**config.mk**
```make
export PLATFORM = sky130hd
export DESIGN_NAME = mult_seq8
export DESIGN_NICKNAME = d
export VERILOG_FILES = /design/src/rtl/mult_seq8.sv
export SDC_FILE = /design/constraint.sdc
export NUM_CORES = 1
export LEC_CHECK = 0
export ABC_AREA = 1
export CORE_UTILIZATION = 40
export CTS_CLUSTER_DIAMETER = 50
export DETAILED_ROUTE_END_ITERATION = 10
export PLACE_DENSITY = 0.63
export REMOVE_ABC_BUFFERS = 1
export SKIP_LAST_GASP = 1
export SLEW_MARGIN = 10
export SYNTH_ARGS = -nofsm -noshare
export SYNTH_HDL_FRONTEND = slang
export SYNTH_SLANG_ARGS = --single-unit
```
**constraint.sdc**
```tcl
create_clock -name clk -period 7.2 [get_ports clk]
set_input_delay 2.16 -clock clk [delete_from_list [all_inputs] [get_ports clk]]
set_output_delay 2.16 -clock clk [all_outputs]
set_load 0.1 [all_outputs]
```
**src/rtl/mult_seq8.sv**
```systemverilog
`default_nettype none
//------------------------------------------------------------------------------
// Module   : mult_seq8 (with rca16 ripple-carry adder)
// Function : 8x8 unsigned shift-and-add multiplier, one partial product per cycle
// Revision : 1.0
//------------------------------------------------------------------------------

module rca16 (
    input  logic [15:0] i_a,
    input  logic [15:0] i_b,
    input  logic        i_cin,
    output logic [15:0] o_sum,
    output logic        o_cout
);
    logic [16:0] w_c;

    assign w_c[0] = i_cin;

    genvar gi;
    generate
        for (gi = 0; gi < 16; gi++) begin : g_bit
            assign o_sum[gi]  = i_a[gi] ^ i_b[gi] ^ w_c[gi];
            assign w_c[gi+1]  = (i_a[gi] & i_b[gi]) | (w_c[gi] & (i_a[gi] ^ i_b[gi]));
        end
    endgenerate

    assign o_cout = w_c[16];
endmodule

module mult_seq8 (
    input  logic        clk,
    input  logic        rst_n,
    input  logic        start,
    input  logic [7:0]  A,
    input  logic [7:0]  B,
    output logic        busy,
    output logic        done,
    output logic [15:0] P
);
    typedef enum logic [1:0] {
        S_IDLE = 2'd0,
        S_CALC = 2'd1,
        S_DONE = 2'd2
    } state_t;

    localparam logic [2:0] c_LAST_CNT = 3'd7;

    state_t      r_state;
    logic [15:0] r_mcand;
    logic [7:0]  r_mplier;
    logic [15:0] r_acc;
    logic [2:0]  r_cnt;
    logic [15:0] r_p;
    logic        r_busy;
    logic        r_done;

    logic [15:0] w_addend;
    logic [15:0] w_sum;
    logic        w_cout_unused;

    assign w_addend = r_mplier[0] ? r_mcand : 16'h0000;

    // Product never exceeds 16'hFE01, so the carry out is never needed.
    rca16 u_rca16 (
        .i_a    (r_acc),
        .i_b    (w_addend),
        .i_cin  (1'b0),
        .o_sum  (w_sum),
        .o_cout (w_cout_unused)
    );

    always_ff @(posedge clk or negedge rst_n) begin
        if (!rst_n) begin
            r_state  <= S_IDLE;
            r_mcand  <= 16'h0000;
            r_mplier <= 8'h00;
            r_acc    <= 16'h0000;
            r_cnt    <= 3'd0;
            r_p      <= 16'h0000;
            r_busy   <= 1'b0;
            r_done   <= 1'b0;
        end else begin
            case (r_state)
                S_CALC: begin
                    r_acc    <= w_sum;
                    r_mcand  <= {r_mcand[14:0], 1'b0};
                    r_mplier <= {1'b0, r_mplier[7:1]};
                    r_cnt    <= r_cnt + 3'd1;
                    if (r_cnt == c_LAST_CNT) begin
                        r_p     <= w_sum;
                        r_state <= S_DONE;
                        r_busy  <= 1'b0;
                        r_done  <= 1'b1;
                    end
                end
                default: begin
                    // IDLE and DONE both accept a new request.
                    r_done <= 1'b0;
                    if (start) begin
                        r_mcand  <= {8'h00, A};
                        r_mplier <= B;
                        r_acc    <= 16'h0000;
                        r_cnt    <= 3'd0;
                        r_state  <= S_CALC;
                        r_busy   <= 1'b1;
                    end else begin
                        r_state  <= S_IDLE;
                        r_busy   <= 1'b0;
                    end
                end
            endcase
        end
    end

    assign busy = r_busy;
    assign done = r_done;
    assign P    = r_p;
endmodule

`default_nettype wire

```
==> results.cfg <==
[run_status]
outcome = finished clean

[worst_setup_path]
cp_slowest_cell = dfrtp_1
cp-end-kind = register
worstSetupStartpointType = register
path_class = register to register
rr_worst_depth = 21
path_buf_inv = 4
worstReg2RegEnd = r_acc[14]$_DFFE_PN0P_
crit_family = adder cells
cpPeakStageDelay_ns = 0.66
reg2reg_slack_ns = 0.59
worstReg2RegStart = r_mplier[0]$_DFFE_PN0P_
worst-endpoint-required_ns = 7.40
cp.arrival_ns = 6.80
cp_cell_sequence = nand2_1 -> inv_1 -> ha_1 -> inv_1 -> fa_1 -> fa_1 -> fa_1 -> fa_1 -> fa_1 -> fa_1 -> fa_1 -> fa_1 -> fa_1 -> fa_1 -> fa_1 -> fa_1 -> inv_1 -> fa_1 -> fa_1 -> inv_1 -> o21ai_1
critical_path.max_fanout = 17
cpMostUsedCell = fa_1

[cts]
clk-insertion-delay-late_ns = 0.33
numCtsBuffers = 9
hold_buffers = 0
cts_tree = yes
clkSlewWorstSetupHoldPaths_ns = 0.06
cts_setup_buffers = 0
cts_resized = 0
cts.root.buffer_cell = clkbuf_8
htree_levels = 3
cts_max_path_buffers = 2
clkSinkCount = 61

[placement]
postPlaceCellArea_um2 = 3320
place_ws_ns = 0.594
place_congestion = 0.766
io_buffers = 36
place_hpwl_um = 3440
dp.cells = 409

[logic_synthesis]
synth_top_cell_by_area = dfrtp_1
syn_area_um2 = 2990
yosysWarnings = 0
synth_top_area_share_pct = 51.1
synth-seq-cells = 61
synth-seq-area-share_pct = 51.1
synth_area_leaders = dfrtp_1, nand2_1, fa_1
synth_cell_type_count = 19
syn_area_per_cell_um2 = 10.3
syn_inst = 290

[timing]
skew_ns = 0.00399
drv_slew = 0
tns_ns = 0
finalCriticalPeriod_ns = 6.61
fmax_ghz = 0.151
rsz0062_at_grt = false
tightest_slew_ns = 0.989
period_share_pct = 91.7
setup_ws_ns = 0.594
finalSetupViolCount = 0
finalHoldViolCount = 0
max_slew_margin_pct = 33.9

[grt]
grt_pass1_wl_um = 9400
grt_pass1_vias = 2010
grt_max_degree = 62
gr-total-overflow = 0
grt_util_all_layers_pct = 16.0
grt_antenna_before_repair = 0

[drt]
drt-met1-wl_um = 2650
viasPerCell = 4.71
wl_um = 5300
dr_wl_met3_um = 202
antenna_left = 0
wire_per_inst_um = 12.5
wl_met2_um = 2370
route.detailed.drc = 0
drt-initial-drc-count = 101
vias = 1997
topRoutingLayerUsed = met4
firstDrtPassIters = 4

[die]
core_um2 = 7210
die_h_um = 88.4
rows = 31
start_util_pct = 41.4
io-pin-count = 37
fp.dieW_um = 88.4
die-area_um2 = 7810

[layout]
multiInputGateArea_um2 = 1160
final_cell_area_um2 = 3490
register_area_um2 = 1530
drive_above_1_share_pct = 14.2
nNetsFinal = 357
fin_util_pct = 48.4
antenna_cells = 0
area.growth.synth_to_final_pct = 17.0
stdcell_count = 424
fillerInstances = 715

[min_path]
hp-start = r_mplier[3]$_DFFE_PN0P_
hold_path_depth = 2
whs_endpoint = r_mplier[3]$_DFFE_PN0P_
hp-class = register to register

[power_and_ir_drop]
peakVddDrop_mv = 0.275
power_leakage_nw = 1.56
p_per_area_nw_per_um2 = 462

[run]
cap_violations = 0
-- per-stage QoR --
| stage | hold WS (ns) | power (mW) |
|---|---|---|
| 2_1_floorplan | 0.446 | 1.17 |
| 3_3_place_gp | 0.457 | 1.34 |
| 3_5_place_dp | 0.468 | 1.36 |
| 4_1_cts | 0.484 | 1.64 |
| 6_report | 0.481 | 1.62 |
| 5_1_grt | 0.503 | 1.73 |
-- routing by layer --
metal  vias to the layer above  track usage (%)
met5                         -                0
met4                         0             7.33
met3                         8             3.73
met2                        40             23.4
met1                       963             22.6
li1                        986                -
-- synthesized netlist by cell type (all sizes together) --
master / instances
o22ai: 19
buf: 17
inv: 36
fa: 14
nand2: 86
nand3: 29
a21oi: 3
o211ai: 1
o21ai: 19
ha: 3
nor2: 2
dfrtp: 61
-- layout by cell type (no fill, tap or decap) --
master | netlist | final
a21oi_1 | 3 | 3
buf_2 | 5 | 1
buf_4 | 1 | 1
clkbuf_1 | 0 | 2
clkbuf_8 | 0 | 12
clkdlybuf4s50_1 | 0 | 35
clkinv_2 | 0 | 1
dfrtp_1 | 61 | 61
fa_1 | 14 | 14
ha_1 | 3 | 3
inv_1 | 32 | 32
inv_2 | 3 | 3
inv_4 | 1 | 1
nand2_1 | 83 | 83
nand2_4 | 3 | 3
nand3_1 | 29 | 29
nor2_1 | 2 | 2
o211ai_1 | 1 | 1
o21ai_1 | 4 | 4
o21ai_2 | 15 | 15
o22ai_1 | 10 | 10
o22ai_2 | 9 | 9
-- worst register-to-register path, stage by stage, from the launching register on --
cell and delay (ns):
dfrtp_1 0.66, nand2_1 0.09, inv_1 0.08, ha_1 0.14, inv_1 0.05, fa_1 0.38
fa_1 0.39, fa_1 0.39, fa_1 0.39, fa_1 0.39, fa_1 0.40, fa_1 0.39
fa_1 0.39, fa_1 0.38, fa_1 0.38, fa_1 0.38, fa_1 0.36, inv_1 0.07
fa_1 0.17, fa_1 0.41, inv_1 0.10, o21ai_1 0.07
-- cell families (layout without fill, tap and decap cells) --
logic type	after synthesis	in the layout	synth area share, %
and+or+nand+nor	117	117	16.7
adders and majority gates	17	17	10.6
DFF	61	61	51.1
buffers and inverters	53	88	9.85
AOI/OAI and AO/OA	42	42	11.7
-- worst max path at each step --
stage | startpoint | end | depth (start not counted)
floorplan | r_mplier[0]$_DFFE_PN0P_ | r_acc[14]$_DFFE_PN0P_ | 21
global placement | r_mplier[0]$_DFFE_PN0P_ | r_acc[14]$_DFFE_PN0P_ | 21
detailed placement | r_mplier[0]$_DFFE_PN0P_ | r_acc[14]$_DFFE_PN0P_ | 21
CTS | r_mplier[0]$_DFFE_PN0P_ | r_acc[14]$_DFFE_PN0P_ | 21
global route | r_mplier[0]$_DFFE_PN0P_ | r_acc[15]$_DFFE_PN0P_ | 25
finish | r_mplier[0]$_DFFE_PN0P_ | r_acc[14]$_DFFE_PN0P_ | 21
-- cell type report --
cell class	count	share of cell area, %
repair buffers	37	10.4
multi-input cells	176	33.3
well taps	99	3.55
clock buffers	14	4.94
inverters	36	3.94
flip-flops and latches	61	43.7
clock inverters	1	0.143
-- flip-flops by register name, summed over array words and instances, names as in the netlist --
name and cells:
P 16, r_acc 16, r_mcand 16, r_mplier 8, r_cnt 3, done 1
r_state 1
-- power breakdown --
group | total (mW) | leakage [nW] | internal [mW] | switching, mW
clock network | 0.274 | 0.0926 | 0.151 | 0.123
registers | 0.542 | 0.795 | 0.470 | 0.0722
logic | 0.800 | 0.673 | 0.234 | 0.566
total | 1.62 | 1.56 | 0.855 | 0.761
Power figures use the tool's default switching activity.
==> patch 1: new RTL, config.mk and constraints unchanged <==
The 3 states of `state_t` get a one-hot encoding in 3 bits.
--- a/src/rtl/mult_seq8.sv
+++ b/src/rtl/mult_seq8.sv
@@ -37,10 +37,10 @@
     output logic        done,
     output logic [15:0] P
 );
-    typedef enum logic [1:0] {
-        S_IDLE = 2'd0,
-        S_CALC = 2'd1,
-        S_DONE = 2'd2
+    typedef enum logic [2:0] {
+        S_IDLE = 3'b001,
+        S_CALC = 3'b010,
+        S_DONE = 3'b100
     } state_t;
 
     localparam logic [2:0] c_LAST_CNT = 3'd7;
Behaviour: same outputs for any inputs over 4 cycles, from zero or initial values and one cycle with rst_n low; so few cycles prove little.
==> patch 1 against the unedited design <==
- area after synthesis rose by 0.71%
- cell area is 2.8% higher
- critical path depth increased by 4
- setup slack better by 270 ps
- core utilization up 1.1 points
- maximum frequency up 4.2%
- sequential cell count grew 1
- synthesized cell count is 19% higher
- total power increased by 6.5%
- wire length grew 9.9%
- hold slack got worse by 4.7 ps
- critical endpoint is now r_acc[15]
- via count grew 12%
- final cell count rose by 14%
==> patch 1: results (changes against the unedited design) <==
stage	metric	value	unit	change
setup_path	Critical Path AT	6610	ps	-190 ps
logic_synthesis	async set-reset flop share out of synthesis	1.00		unchanged
setup_path	CP delay by family, top	adder cells		
placed_design	placed cell count	467		+14%
placed_design	PortBufs	36		unchanged
logic_synthesis	share of cell area taken by muxes after synthesis	0		unchanged
detailed_routing	vias per inst	4.64		-1.4%
logic_synthesis	synthesized-area fraction occupied by adder cells	0.106		-0.000753
placed_design	RD Place Congestion	0.771		+0.55%
placed_design	DP HPWL	3.75	mm	+8.9%
detailed_routing	WL per Instance	12.1	microns	-3.5%
hold_path	worst hold path type	register to register		
global_route	Total GRT Usage	0.175		+0.0154
logic_synthesis	Synth Area in Compound Gates	0.0216		-0.0953
detailed_routing	ANT nets after route	0		unchanged
cts	clock buffer count from CTS	9		unchanged
finish	Nets	415		+16%
detailed_routing	First-pass DRT Iterations	4		unchanged
sta	clock skew	11.8	ps	+7.80 ps
global_route	antenna violations before repair	0		unchanged
logic_synthesis	XOR/XNOR share of the synthesized area	0		unchanged
logic_synthesis	yosys warns	0		unchanged
setup_path	CP peak stage delay	420	ps	-240 ps
setup_path	highest-delay cell along the critical path	fa_1		
setup_path	CP Max Fanout	3		-14
detailed_routing	1st-iter DRT viols	135		+34%
cts	clock-pin slew on the worst setup and hold paths	60	ps	about the same
cts	CTS H-tree depth	3		unchanged
logic_synthesis	top cells by area, synth	dfrtp_1 51%, nand2_1 18%, fa_1 9.3%		
logic_synthesis	most used flip-flop cell after synthesis	dfrtp_1		
power_and_ir_drop	Max rail drop VDD	151	uV	-45%
global_route	global-route wire length before repair	10.4	mm	+11%
sta	headroom to the max-slew limit	0.355		+0.0164
finish	layout cells sized above 1	0.0651		-0.0764
cts	clk_lat worst skew	330	ps	about the same
global_route	largest net degree at the start of global routing	63		+1.6%
cts	clock buffer depth	2		unchanged
finish	antenna cells	0		unchanged
power_and_ir_drop	Leak	1.81	nW	+16%
logic_synthesis	synth cell count leaders	145 x nand2_1, 61 x dfrtp_1, 45 x nand3_1		
detailed_routing	WL final	5.82	mm	+9.9%
logic_synthesis	Seq/Total Area, Yosys	0.516		+0.00512
run_status	status	finished clean		
cts	post-CTS sizing	0		unchanged
logic_synthesis	Cells after Synth	345		+19%
cts	CTS root buf	clkbuf_8		
logic_synthesis	Synth cell types	21		+2
cts	post-CTS setup buffers	0		unchanged
patch 1: cell count changes in the layout (fill, tap and decap cells not counted), sizes merged:
cell,unedited run,this run
a21oi,3,0
buf,2,4
clkinv,1,3
dfstp,0,1
inv,36,39
nand2,86,148
nand3,29,45
nor2,2,3
nor3,0,1
o211ai,1,0
o21ai,19,13
o22ai,19,0
patch 1: power by group:
group,total (mW),switching [mW],internal [mW]
Clock,0.262,0.128,0.134
Sequential,0.574,0.0812,0.492
Combinational,0.885,0.657,0.228
Total,1.72,0.866,0.855
patch 1: worst paths after layout:
| check | cells past startpoint | startpoint | end | slack (ps) |
|---|---|---|---|---|
| max | 25 | r_mcand[0] | r_acc[15] | 860 |
| min | 2 | P[4] | P[4] | 480 |
| max reg2reg | 25 | r_mcand[0] | r_acc[15] | 860 |
| min reg2reg | 2 | P[4] | P[4] | 480 |
| max in group asynchronous | 2 | rst_n | r_cnt[1] | 4680 |
| min in group asynchronous | 2 | rst_n | P[8] | 1990 |
patch 1: layout make-up:
class | count | area, sq um
clock inverter | 2 | 10.0
timing repair buffer | 39 | 378
tap | 99 | 124
clock buffer | 14 | 153
fill | 714 | 3660
multi-input combinational | 227 | 1220
sequential | 62 | 1550
inverter | 40 | 151
patch 1: metrics by stage:
stage,area (sq um),utilization,setup slack (ps)
final,3590,0.495,862
after global routing,3590,0.495,535
after CTS,3590,0.495,872
after detailed placement,3430,0.473,916
after global placement,3430,0.473,977
after floorplan,2930,-,948
patch 1: layer usage:
| metal | vias to the layer above | global-route usage | routed length (microns) |
|---|---|---|---|
| met1 | 1065 | 0.242 | 2870 |
| li1 | 1122 | - | - |
| met2 | 45 | 0.269 | 2620 |
| met5 | - | 0 | 0 |
| met4 | 0 | 0.0836 | 107 |
| met3 | 10 | 0.0317 | 219 |
==> patch 2: new RTL, config.mk and constraints unchanged <==
Made on the original files. Register the output `done` once more; this adds one clock of latency there. The other outputs are not delayed to match.
--- a/src/rtl/mult_seq8.sv
+++ b/src/rtl/mult_seq8.sv
@@ -113,7 +113,9 @@
     end
 
     assign busy = r_busy;
-    assign done = r_done;
+    always_ff @(posedge clk) begin
+        done <= r_done;
+    end
     assign P    = r_p;
 endmodule
 
Function: changed (a bounded check fails within 10 cycles, from zero or initial values and one cycle with rst_n low).
==> patch 2 against the unedited design <==
- cell area is 2.2% higher
- global-route usage is 0.11 points lower
- first-iteration DRC count is 12% higher
- final cell count is 0.47% higher
- setup slack worse by 100 ps
- clock skew is 1.1 ps higher
- critical path depth stayed put
- area after synthesis is 0.67% higher
- via count is 0.80% higher
- combinational power hardly changed
- sequential cell count is 1 higher
- total power is 5.6% higher
- wire length is 2.2% higher
==> patch 2: results (changes against the unedited design) <==
stage	metric	value	unit	change
setup_path	CP delay by family, top	adder cells		
detailed_routing	1st-iter DRT viols	113		+12%
global_route	Total GRT Usage	0.159		-0.00112
setup_path	reg2reg path depth	21		unchanged
logic_synthesis	Seq/Total Area, Yosys	0.515		+0.00326
logic_synthesis	top cells by area, synth	dfrtp_1 51%, nand2_1 10%, fa_1 9.3%		
placed_design	RD Place Congestion	0.726		-5.3%
placed_design	Cell Area, Placed	3340	sq um	+0.60%
sta	clock skew	5.09	ps	+1.10 ps
finish	Nets	358		+0.28%
hold_path	cell depth of the worst hold path	0		-2
detailed_routing	WL final	5.42	mm	+2.2%
power_and_ir_drop	Leak	1.60	nW	+2.3%
power_and_ir_drop	Max rail drop VDD	151	uV	-45%
setup_path	Critical Path AT	6910	ps	+110 ps
cts	clock-pin slew on the worst setup and hold paths	70	ps	
cts	CTS H-tree depth	3		unchanged
cts	post-CTS sizing	0		unchanged
logic_synthesis	async set-reset flop share out of synthesis	0.984		-0.0161
detailed_routing	vias per inst	4.73		+0.33%
global_route	largest net degree at the start of global routing	62		unchanged
hold_path	worst hold path type	register to register		
logic_synthesis	yosys warns	0		unchanged
run_status	status	finished clean		
placed_design	PortBufs	36		unchanged
logic_synthesis	synth cell count leaders	83 x nand2_1, 61 x dfrtp_1, 32 x inv_1		
finish	Fill cells	705		-1.4%
placed_design	pre-CTS setup slack	531	ps	-62.8 ps
cts	post-CTS setup buffers	0		unchanged
finish	layout cells sized above 1	0.147		+0.00525
detailed_routing	First-pass DRT Iterations	4		unchanged
global_route	vias in the first global route	1931		-3.9%
sta	headroom to the max-slew limit	0.351		+0.0119
placed_design	DP HPWL	3.38	mm	-1.8%
cts	CTS root buf	clkbuf_8		
logic_synthesis	Synth cell types	20		+1
global_route	global-route wire length before repair	9.33	mm	-0.73%
patch 2: cell count changes after synthesis, sizes merged:
cell   unedited run  this run
dfxtp             0         1
patch 2: area by class of cell:
cell class	instances	area share
repair buffers	37	0.102
flip-flops and latches	62	0.433
well taps	99	0.0347
clock buffers	13	0.0473
inverters	36	0.0386
clock inverters	3	0.0182
multi-input cells	176	0.326
patch 2: logic make-up (layout without fill, tap and decap cells):
| family | after synthesis | in the layout | share of synthesized area |
|---|---|---|---|
| DFF | 62 | 62 | 0.515 |
| adders and majority gates | 17 | 17 | 0.106 |
| AOI/OAI and AO/OA | 42 | 42 | 0.116 |
| and+or+nand+nor | 117 | 117 | 0.166 |
| buffers and inverters | 53 | 89 | 0.0978 |
patch 2: final timing paths:
path | from | end | slack, ps
min in group asynchronous | rst_n | P[10] | 1980
worst max register to register | r_mplier[0] | r_acc[14] | 490
worst max-delay path | r_mplier[0] | r_acc[14] | 490
worst min-delay path | r_done | done | 390
max in group asynchronous | rst_n | P[8] | 4690
worst min register to register | r_done | done | 390
patch 2: metal layers:
layer  up-vias  GRT usage  wire (microns)
met4         0     0.0880              91
met1       972      0.226            2730
met3         8     0.0317             232
li1        988          -               -
met2        45      0.227            2360
met5         -          0               0
patch 2: power breakdown:
group          total, mW  leakage (nW)  internal (mW)  switching (mW)
Sequential         0.548         0.803          0.477          0.0714
Clock              0.358         0.120          0.223           0.135
Combinational      0.800         0.673          0.234           0.567
Total               1.71          1.60          0.933           0.773
patch 2: worst register-to-register path: cells and delay by family, from the launching register on:
family                   cells  cell delay [ps]
buffers and inverters        4              290
AND/OR/NAND/NOR              1              100
adder cells (fa/ha/maj)     15             5450
flip-flops                   1              670
AO/OA/AOI/OAI                1               80
patch 2: through the flow:
| stage | hold slack, ps | utilization | instances |
|---|---|---|---|
| finish | 393 | 0.492 | 426 |
| global route | 402 | 0.492 | 426 |
| CTS | 397 | 0.492 | 426 |
| detailed placement | 381 | 0.460 | 410 |
| global placement | 371 | 0.460 | 410 |
| floorplan | 366 | - | 274 |
